`src/rtl/ball_motion.sv`:
```
// Ball kinematics and serve/run/die/over sequencing for the breakout game loop.
// Latency: position/direction registered, updated 1 clk after each movement tick.
// Backpressure: none; collision flags are sampled every clk, RUN-phase flags are latched until the next tick.
//
// Ports:
//   clk, rst       system clock, asynchronous active-low reset
//   iStart         launch request (level; rising edge serves the ball from IDLE)
//   iLevel         speed select, step = iLevel+1 px/tick, level 3 saturates to 3 px
//   iCrash         {left, right, up, down} collision flags from crash detection
//   iBallDie       ball fell below the bottom edge
//   oBall_x/_y     ball centre, fed back to crash detection and the renderer
//   oDir           {dx_neg, dy_neg}, 1 = coordinate decreasing
//   oState         0 IDLE, 1 RUN, 2 DIE, 3 OVER
//   oLives         remaining lives
//   oGameOver      high while in OVER
module ball_motion #(
    parameter int TICK_DIV   = 250000,
    parameter int START_X    = 320,
    parameter int START_Y    = 400,
    parameter int LIVES_INIT = 3,
    parameter int DIE_TICKS  = 64
) (
    input  logic       clk,
    input  logic       rst,
    input  logic       iStart,
    input  logic [1:0] iLevel,
    input  logic [3:0] iCrash,
    input  logic       iBallDie,
    output logic [9:0] oBall_x,
    output logic [9:0] oBall_y,
    output logic [1:0] oDir,
    output logic [1:0] oState,
    output logic [1:0] oLives,
    output logic       oGameOver
);

    // 640x480 screen, ball radius 10: centre must stay within [10, 629] x [10, 469].
    localparam logic [9:0] X_MIN = 10'd10;
    localparam logic [9:0] X_MAX = 10'd629;
    localparam logic [9:0] Y_MIN = 10'd10;
    localparam logic [9:0] Y_MAX = 10'd469;

    localparam int TW = (TICK_DIV > 1) ? $clog2(TICK_DIV) : 1;
    localparam int DW = (DIE_TICKS > 1) ? $clog2(DIE_TICKS) : 1;
    localparam logic [TW-1:0] TICK_LAST = TW'(TICK_DIV - 1);
    localparam logic [DW-1:0] DIE_LAST  = DW'(DIE_TICKS - 1);

    localparam logic [9:0] SERVE_X = 10'(START_X);
    localparam logic [9:0] SERVE_Y = 10'(START_Y);
    localparam logic [1:0] LIVES_0 = 2'(LIVES_INIT);

    typedef enum logic [1:0] {
        S_IDLE = 2'd0,
        S_RUN  = 2'd1,
        S_DIE  = 2'd2,
        S_OVER = 2'd3
    } state_t;

    state_t        r_state,   w_state_nxt;
    logic [9:0]    r_x,       w_x_nxt;
    logic [9:0]    r_y,       w_y_nxt;
    logic          r_dx_neg,  w_dx_neg_nxt;
    logic          r_dy_neg,  w_dy_neg_nxt;
    logic [1:0]    r_lives,   w_lives_nxt;
    logic [3:0]    r_pend,    w_pend_nxt;
    logic [DW-1:0] r_die_cnt, w_die_cnt_nxt;
    logic [TW-1:0] r_tick_cnt;
    logic          r_start_q;

    logic          w_tick;
    logic          w_start_rise;
    logic [3:0]    w_eff;
    logic [1:0]    w_step;
    logic          w_dx_new;
    logic          w_dy_new;
    logic [9:0]    w_x_mv;
    logic [9:0]    w_y_mv;

    // Move one axis by step in 11-bit signed space, then clamp to the play field.
    function automatic logic [9:0] f_move(input logic [9:0] pos, input logic neg,
                                          input logic [1:0] step,
                                          input logic [9:0] lo, input logic [9:0] hi);
        logic signed [10:0] s;
        s = $signed({1'b0, pos});
        if (neg) s = s - $signed({9'd0, step});
        else     s = s + $signed({9'd0, step});
        if (s < $signed({1'b0, lo}))      f_move = lo;
        else if (s > $signed({1'b0, hi})) f_move = hi;
        else                              f_move = s[9:0];
    endfunction

    // Free-running movement tick, independent of state.
    assign w_tick = (r_tick_cnt == TICK_LAST);

    always_ff @(posedge clk or negedge rst) begin
        if (!rst) begin
            r_tick_cnt <= '0;
            r_start_q  <= 1'b0;
        end else begin
            r_tick_cnt <= w_tick ? '0 : r_tick_cnt + TW'(1);
            r_start_q  <= iStart;
        end
    end

    assign w_start_rise = iStart & ~r_start_q;

    // Flags seen during the tick cycle itself are merged with the latched ones.
    assign w_eff  = r_pend | iCrash;
    assign w_step = (iLevel == 2'd3) ? 2'd3 : (iLevel + 2'd1);

    // Horizontal: left pushes right, right pushes left, both toggles.
    always_comb begin
        w_dx_new = r_dx_neg;
        case (w_eff[3:2])
            2'b10:   w_dx_new = 1'b0;
            2'b01:   w_dx_new = 1'b1;
            2'b11:   w_dx_new = ~r_dx_neg;
            default: w_dx_new = r_dx_neg;
        endcase
    end

    // Vertical: up pushes down, down pushes up, both toggles.
    always_comb begin
        w_dy_new = r_dy_neg;
        case (w_eff[1:0])
            2'b10:   w_dy_new = 1'b0;
            2'b01:   w_dy_new = 1'b1;
            2'b11:   w_dy_new = ~r_dy_neg;
            default: w_dy_new = r_dy_neg;
        endcase
    end

    // The move always uses the direction just resolved on this tick.
    assign w_x_mv = f_move(r_x, w_dx_new, w_step, X_MIN, X_MAX);
    assign w_y_mv = f_move(r_y, w_dy_new, w_step, Y_MIN, Y_MAX);

    always_comb begin
        w_state_nxt   = r_state;
        w_x_nxt       = r_x;
        w_y_nxt       = r_y;
        w_dx_neg_nxt  = r_dx_neg;
        w_dy_neg_nxt  = r_dy_neg;
        w_lives_nxt   = r_lives;
        w_pend_nxt    = r_pend;
        w_die_cnt_nxt = r_die_cnt;
        case (r_state)
            S_IDLE: begin
                if (w_start_rise) w_state_nxt = S_RUN;
            end
            S_RUN: begin
                // Death takes priority over a coincident tick: no move that cycle.
                if (iBallDie) begin
                    w_state_nxt   = S_DIE;
                    w_lives_nxt   = (r_lives == 2'd0) ? 2'd0 : r_lives - 2'd1;
                    w_pend_nxt    = 4'd0;
                    w_die_cnt_nxt = '0;
                end else if (w_tick) begin
                    w_dx_neg_nxt = w_dx_new;
                    w_dy_neg_nxt = w_dy_new;
                    w_x_nxt      = w_x_mv;
                    w_y_nxt      = w_y_mv;
                    w_pend_nxt   = 4'd0;
                end else begin
                    w_pend_nxt = r_pend | iCrash;
                end
            end
            S_DIE: begin
                if (w_tick) begin
                    if (r_die_cnt == DIE_LAST) begin
                        if (r_lives == 2'd0) begin
                            w_state_nxt = S_OVER;
                        end else begin
                            w_state_nxt  = S_IDLE;
                            w_x_nxt      = SERVE_X;
                            w_y_nxt      = SERVE_Y;
                            w_dx_neg_nxt = 1'b0;
                            w_dy_neg_nxt = 1'b1;
                        end
                    end else begin
                        w_die_cnt_nxt = r_die_cnt + DW'(1);
                    end
                end
            end
            S_OVER: begin
                w_state_nxt = S_OVER;
            end
            default: w_state_nxt = S_IDLE;
        endcase
    end

    always_ff @(posedge clk or negedge rst) begin
        if (!rst) begin
            r_state   <= S_IDLE;
            r_x       <= SERVE_X;
            r_y       <= SERVE_Y;
            r_dx_neg  <= 1'b0;
            r_dy_neg  <= 1'b1;
            r_lives   <= LIVES_0;
            r_pend    <= 4'd0;
            r_die_cnt <= '0;
        end else begin
            r_state   <= w_state_nxt;
            r_x       <= w_x_nxt;
            r_y       <= w_y_nxt;
            r_dx_neg  <= w_dx_neg_nxt;
            r_dy_neg  <= w_dy_neg_nxt;
            r_lives   <= w_lives_nxt;
            r_pend    <= w_pend_nxt;
            r_die_cnt <= w_die_cnt_nxt;
        end
    end

    assign oBall_x   = r_x;
    assign oBall_y   = r_y;
    assign oDir      = {r_dx_neg, r_dy_neg};
    assign oState    = r_state;
    assign oLives    = r_lives;
    assign oGameOver = (r_state == S_OVER);

endmodule

```
`config.mk`:
```
export PLATFORM = sky130hd
export DESIGN_NAME = ball_motion
export DESIGN_NICKNAME = d
export VERILOG_FILES = /design/src/rtl/ball_motion.sv
export SDC_FILE = /design/constraint.sdc
export NUM_CORES = 1
export LEC_CHECK = 0
export CORE_ASPECT_RATIO = 0.8
export CORE_MARGIN = 2
export CORE_UTILIZATION = 37
export DETAILED_ROUTE_END_ITERATION = 16
export GPL_TIMING_DRIVEN = 1
export SLEW_MARGIN = 20
export SYNTH_ARGS = -nofsm -noshare
export SYNTH_HDL_FRONTEND = slang
export SYNTH_SLANG_ARGS = --single-unit
```
`constraint.sdc`:
```
create_clock -name clk -period 10 [get_ports clk]
set_input_delay 2.5 -clock clk [delete_from_list [all_inputs] [get_ports clk]]
set_output_delay 2.5 -clock clk [all_outputs]
set_load 0.1 [all_outputs]
```
==> metrics.md <==
| Metric | Value |
|---|---|
| Outcome | `complete, no violations` |
| CTS tree | `built` |
| Power, Total | `808 µW` |
| Syn Inst Count | `between 400 and 500` |
| Antenna violations before repair | `0` |
| CTS Sinks | `55` |
| Final cell count without fillers | `slightly above 600` |
| Root Buffer Master | `clkbuf_16` |
| Post-Place Worst Slack | `3.59 ns` |
| Crit path time final | `roughly 6 ns` |
| Drt total wl | `9.33 mm` |
| Part of the power in registers | `0.314` |
| First-pass GRT wire length | `roughly 16 mm` |
| Post-CTS Hold Buffers | `0` |
| Total gr overflow | `0` |
| Clock power frac | `0.279` |
| Post-DP HPWL | `7.01 mm` |
| Synth area leaders | `dfrtp_1 31%, ha_1 8.8%, dfstp_2 5.5%, nor2_1 4.3%, nand2_1 4.1%` |
| Final GP Congestion | `0.850` |
| Final setup margin | `3.87 ns` |
| Die W | `118 µm` |
| Iteration-0 DRC count of the detailed router | `206` |
| Critical Path End | `oBall_x[5]$_DFFE_PN0P_` |
| # IOs | `37` |
| Commonest non-fill, non-tap cells in the layout | `47 x dfrtp_1, 44 x nor2_1, 42 x nand2_1` |
| Critical R2R Capture | `oBall_x[5]$_DFFE_PN0P_` |
| Clock-pin slew on the worst setup and hold paths | `0.07 ns` |
| Met2 WL post-DR | `4.11 mm` |
| Worst hold slack | `0.481 ns` |
| Mapped Area | `~3800 µm²` |
| Post-synth EDFFs | `0` |
| WP depth | `12` |
| PortBufs | `36` |
| R2R depth | `11` |
| Post-DRT Antenna Nets | `0` |
| Pre-antenna DRT Iters | `7` |
| Clock skew | `0.00703 ns` |
| CP Cell Sequence | `clkdlybuf4s50_1 -> o31ai_1 -> nor2b_1 -> inv_1 -> ha_1 -> a211oi_1 -> o21ai_0 -> a221oi_1 -> xor2_1 -> nor2_1 -> nand2_1 -> a22oi_1` |
| Finished layout cell area | `4520 µm²` |
| Gate power share | `0.407` |
| Flops & latches, synth | `55` |
| Max_cap viols | `0` |
| WS Path Type | `primary input to flop` |
| DR vias/cell | `5.49` |
| Count of nets after finishing | `504` |
| Synth async-reset ratio | `1.00` |
| Cell family with most CP delay | `compound AO/OA/AOI/OAI gates` |
| Core area | `10200 µm²` |
| Period utilization | `0.613` |
| # setup viols final | `0` |
| Worst path slowest cell | `a221oi_1` |
| Worst slew margin | `0.333` |
| RR Startpoint | `r_dx_neg$_DFFE_PN0P_` |
| FF-to-FF setup slack | `6.13 ns` |
| Row cnt | `33` |
| Vias | `3325` |
| Post-synthesis sequential area ratio | `0.362` |
| WL met1 | `4.69 mm` |
| Placed Cells | `598` |
| Met3 routed WL | `426 µm` |
| RSZ-0062 raised after global routing | `false` |
| Hold Vio Cnt, Final | `0` |
| Maximum VDD drop | `around 0.11 mV` |
| Syn Nets | `466` |
| Drc violations | `0` |
| Post-CTS Setup Bufs | `0` |
| Clock latency at the later pin of the worst-skew pair | `0.30 ns` |
| Initial Util | `0.377` |
| Ant diodes | `0` |
| Commonest non-fill, non-tap cell in the layout | `dfrtp_1` |
| GR Util All Layers | `0.175` |
| Uppermost layer routed | `met4` |
| Slew at the pin with the worst max-slew slack | `0.997 ns` |
| Critical Path Start | `iCrash[2]` |
| Wirelength per Cell | `15.4 µm` |
| Inserted Clock Buffers | `5` |
| CP bufs+invs | `2` |
| Switch share | `0.374` |
| Share of the synthesized area in the top cell type | `0.307` |
| Max H-tree Level | `2` |
| Largest net degree at the start of global routing | `between 50 and 60` |
| Vias in the first global route | `3160` |
| Ys Warns | `0` |
| Top_reg_cell synth | `dfrtp_1` |
| Hold Path Class | `flop to flop` |
| Worst EP arrival | `6.35 ns` |
| Final Max Slew Viols | `0` |
| Hold_sp | `oLives[1]$_DFFE_PN1P_` |
| CTS resizes | `0` |
| Mean post-synth cell area | `roughly 9 µm²` |
| Finished Core Util | `0.445` |
| Share of cells above drive strength 1 | `0.0558` |
| Crit path max fanout | `10` |
| Die Span Y | `between 90 and 100 µm` |
| Worst Path Required | `10.21 ns` |
| Die Area | `11200 µm²` |
| Sw Pwr | `302 µW` |
| Peak Freq | `roughly 160 MHz` |
| LEAKAGE | `1.98 nW` |
| Setup TNS | `0 ns` |
| Crit path largest cell delay | `0.48 ns` |
| Area grow syn2layout | `18.3%` |
| Fillers | `1031` |
| Placed instance area | `4340 µm²` |
| Post-synth top area cell | `dfrtp_1` |
| Worst Setup End Kind | `flop` |
| Int Power | `~500 µW` |
| Yosys cell types | `64` |
| Pwr dens | `around 180 nW/µm²` |
| Startpoint types | `primary input` |
| Max clock buf depth | `2` |
## flip-flops by register name, indices dropped and copies added, names as in the netlist
signal	flops
r_dy_neg	1
r_dx_neg	1
r_start_q	1
oBall_y	10
r_pend	4
r_tick_cnt	18
oState	2
oBall_x	10
r_die_cnt	6
oLives	2
## power groups by stage
| stage | Clock, mW | Combinational [mW] | Sequential [mW] |
|---|---|---|---|
| floorplan | 0 | 0.240 | 0.268 |
| global placement | 0 | 0.323 | 0.257 |
| detailed placement | 0 | 0.324 | 0.257 |
| CTS | 0.231 | 0.325 | 0.253 |
| global route | 0.239 | 0.363 | 0.257 |
| finish | 0.225 | 0.329 | 0.254 |
## metal layers
layer / GRT usage / up-vias
met4: 0.0442 / 0
met3: 0.0356 / 11
met2: 0.277 / 71
met5: 0 / -
li1: - / 1655
met1: 0.246 / 1588
## worst min-delay path by stage
stage | cells after the start | end
2_1_floorplan | 1 | r_tick_cnt[17]$_DFF_PN0_
3_3_place_gp | 2 | oLives[0]$_DFFE_PN1P_
3_5_place_dp | 2 | oLives[0]$_DFFE_PN1P_
4_1_cts | 2 | oLives[0]$_DFFE_PN1P_
5_1_grt | 2 | oLives[0]$_DFFE_PN1P_
6_report | 2 | oLives[0]$_DFFE_PN1P_
## synth_stat cells (3+ instances only)
cell type and n:
nand2b_1 5, a211o_1 4, nor3_1 8, nand2_1 42, dfrtp_1 47, xnor2_1 12
a311o_1 3, a21oi_1 31, o31ai_1 6, and4_1 3, clkbuf_1 4, and3_1 3
or3_1 5, a21boi_0 3, and3b_1 3, ha_1 27, o21ai_0 22, a21o_1 7
inv_1 15, dfstp_2 8, xor2_1 14, nor2_1 44, a22oi_1 3, nor2b_1 11
o211a_1 3, nand4_1 6, o21a_1 9, o211ai_1 6, a31oi_1 7, a211oi_1 5
nand3_1 14, and2_1 7
## logic make-up after synthesis
logic type / synth area share
simple gates: 0.220
compound gates: 0.233
flops: 0.362
fa+ha+maj: 0.0988
xor+xnor: 0.0595
buf+inv: 0.0239
mux: 0.00294
## worst register-to-register path, delay by kind of cell (launching register included)
kind / cells / cell delay (ns)
xor+xnor: 1 / 0.23
compound gates: 5 / 1.59
buf+inv: 1 / 0.27
fa+ha+maj: 1 / 0.42
simple gates: 3 / 0.85
flops: 1 / 0.42
## final cells by class
| type | instances | area (µm²) | area share |
|---|---|---|---|
| Clock buffer | 6 | 129 | 0.0285 |
| Tap cell | 140 | 175 | 0.0387 |
| Multi-Input combinational cell | 350 | 2350 | 0.519 |
| Inverter | 15 | 56.3 | 0.0124 |
| Timing Repair Buffer | 38 | 370 | 0.0819 |
| Clock inverter | 2 | 60.1 | 0.0133 |
| Sequential cell | 55 | 1390 | 0.306 |
(Power assumes the default switching activity.)
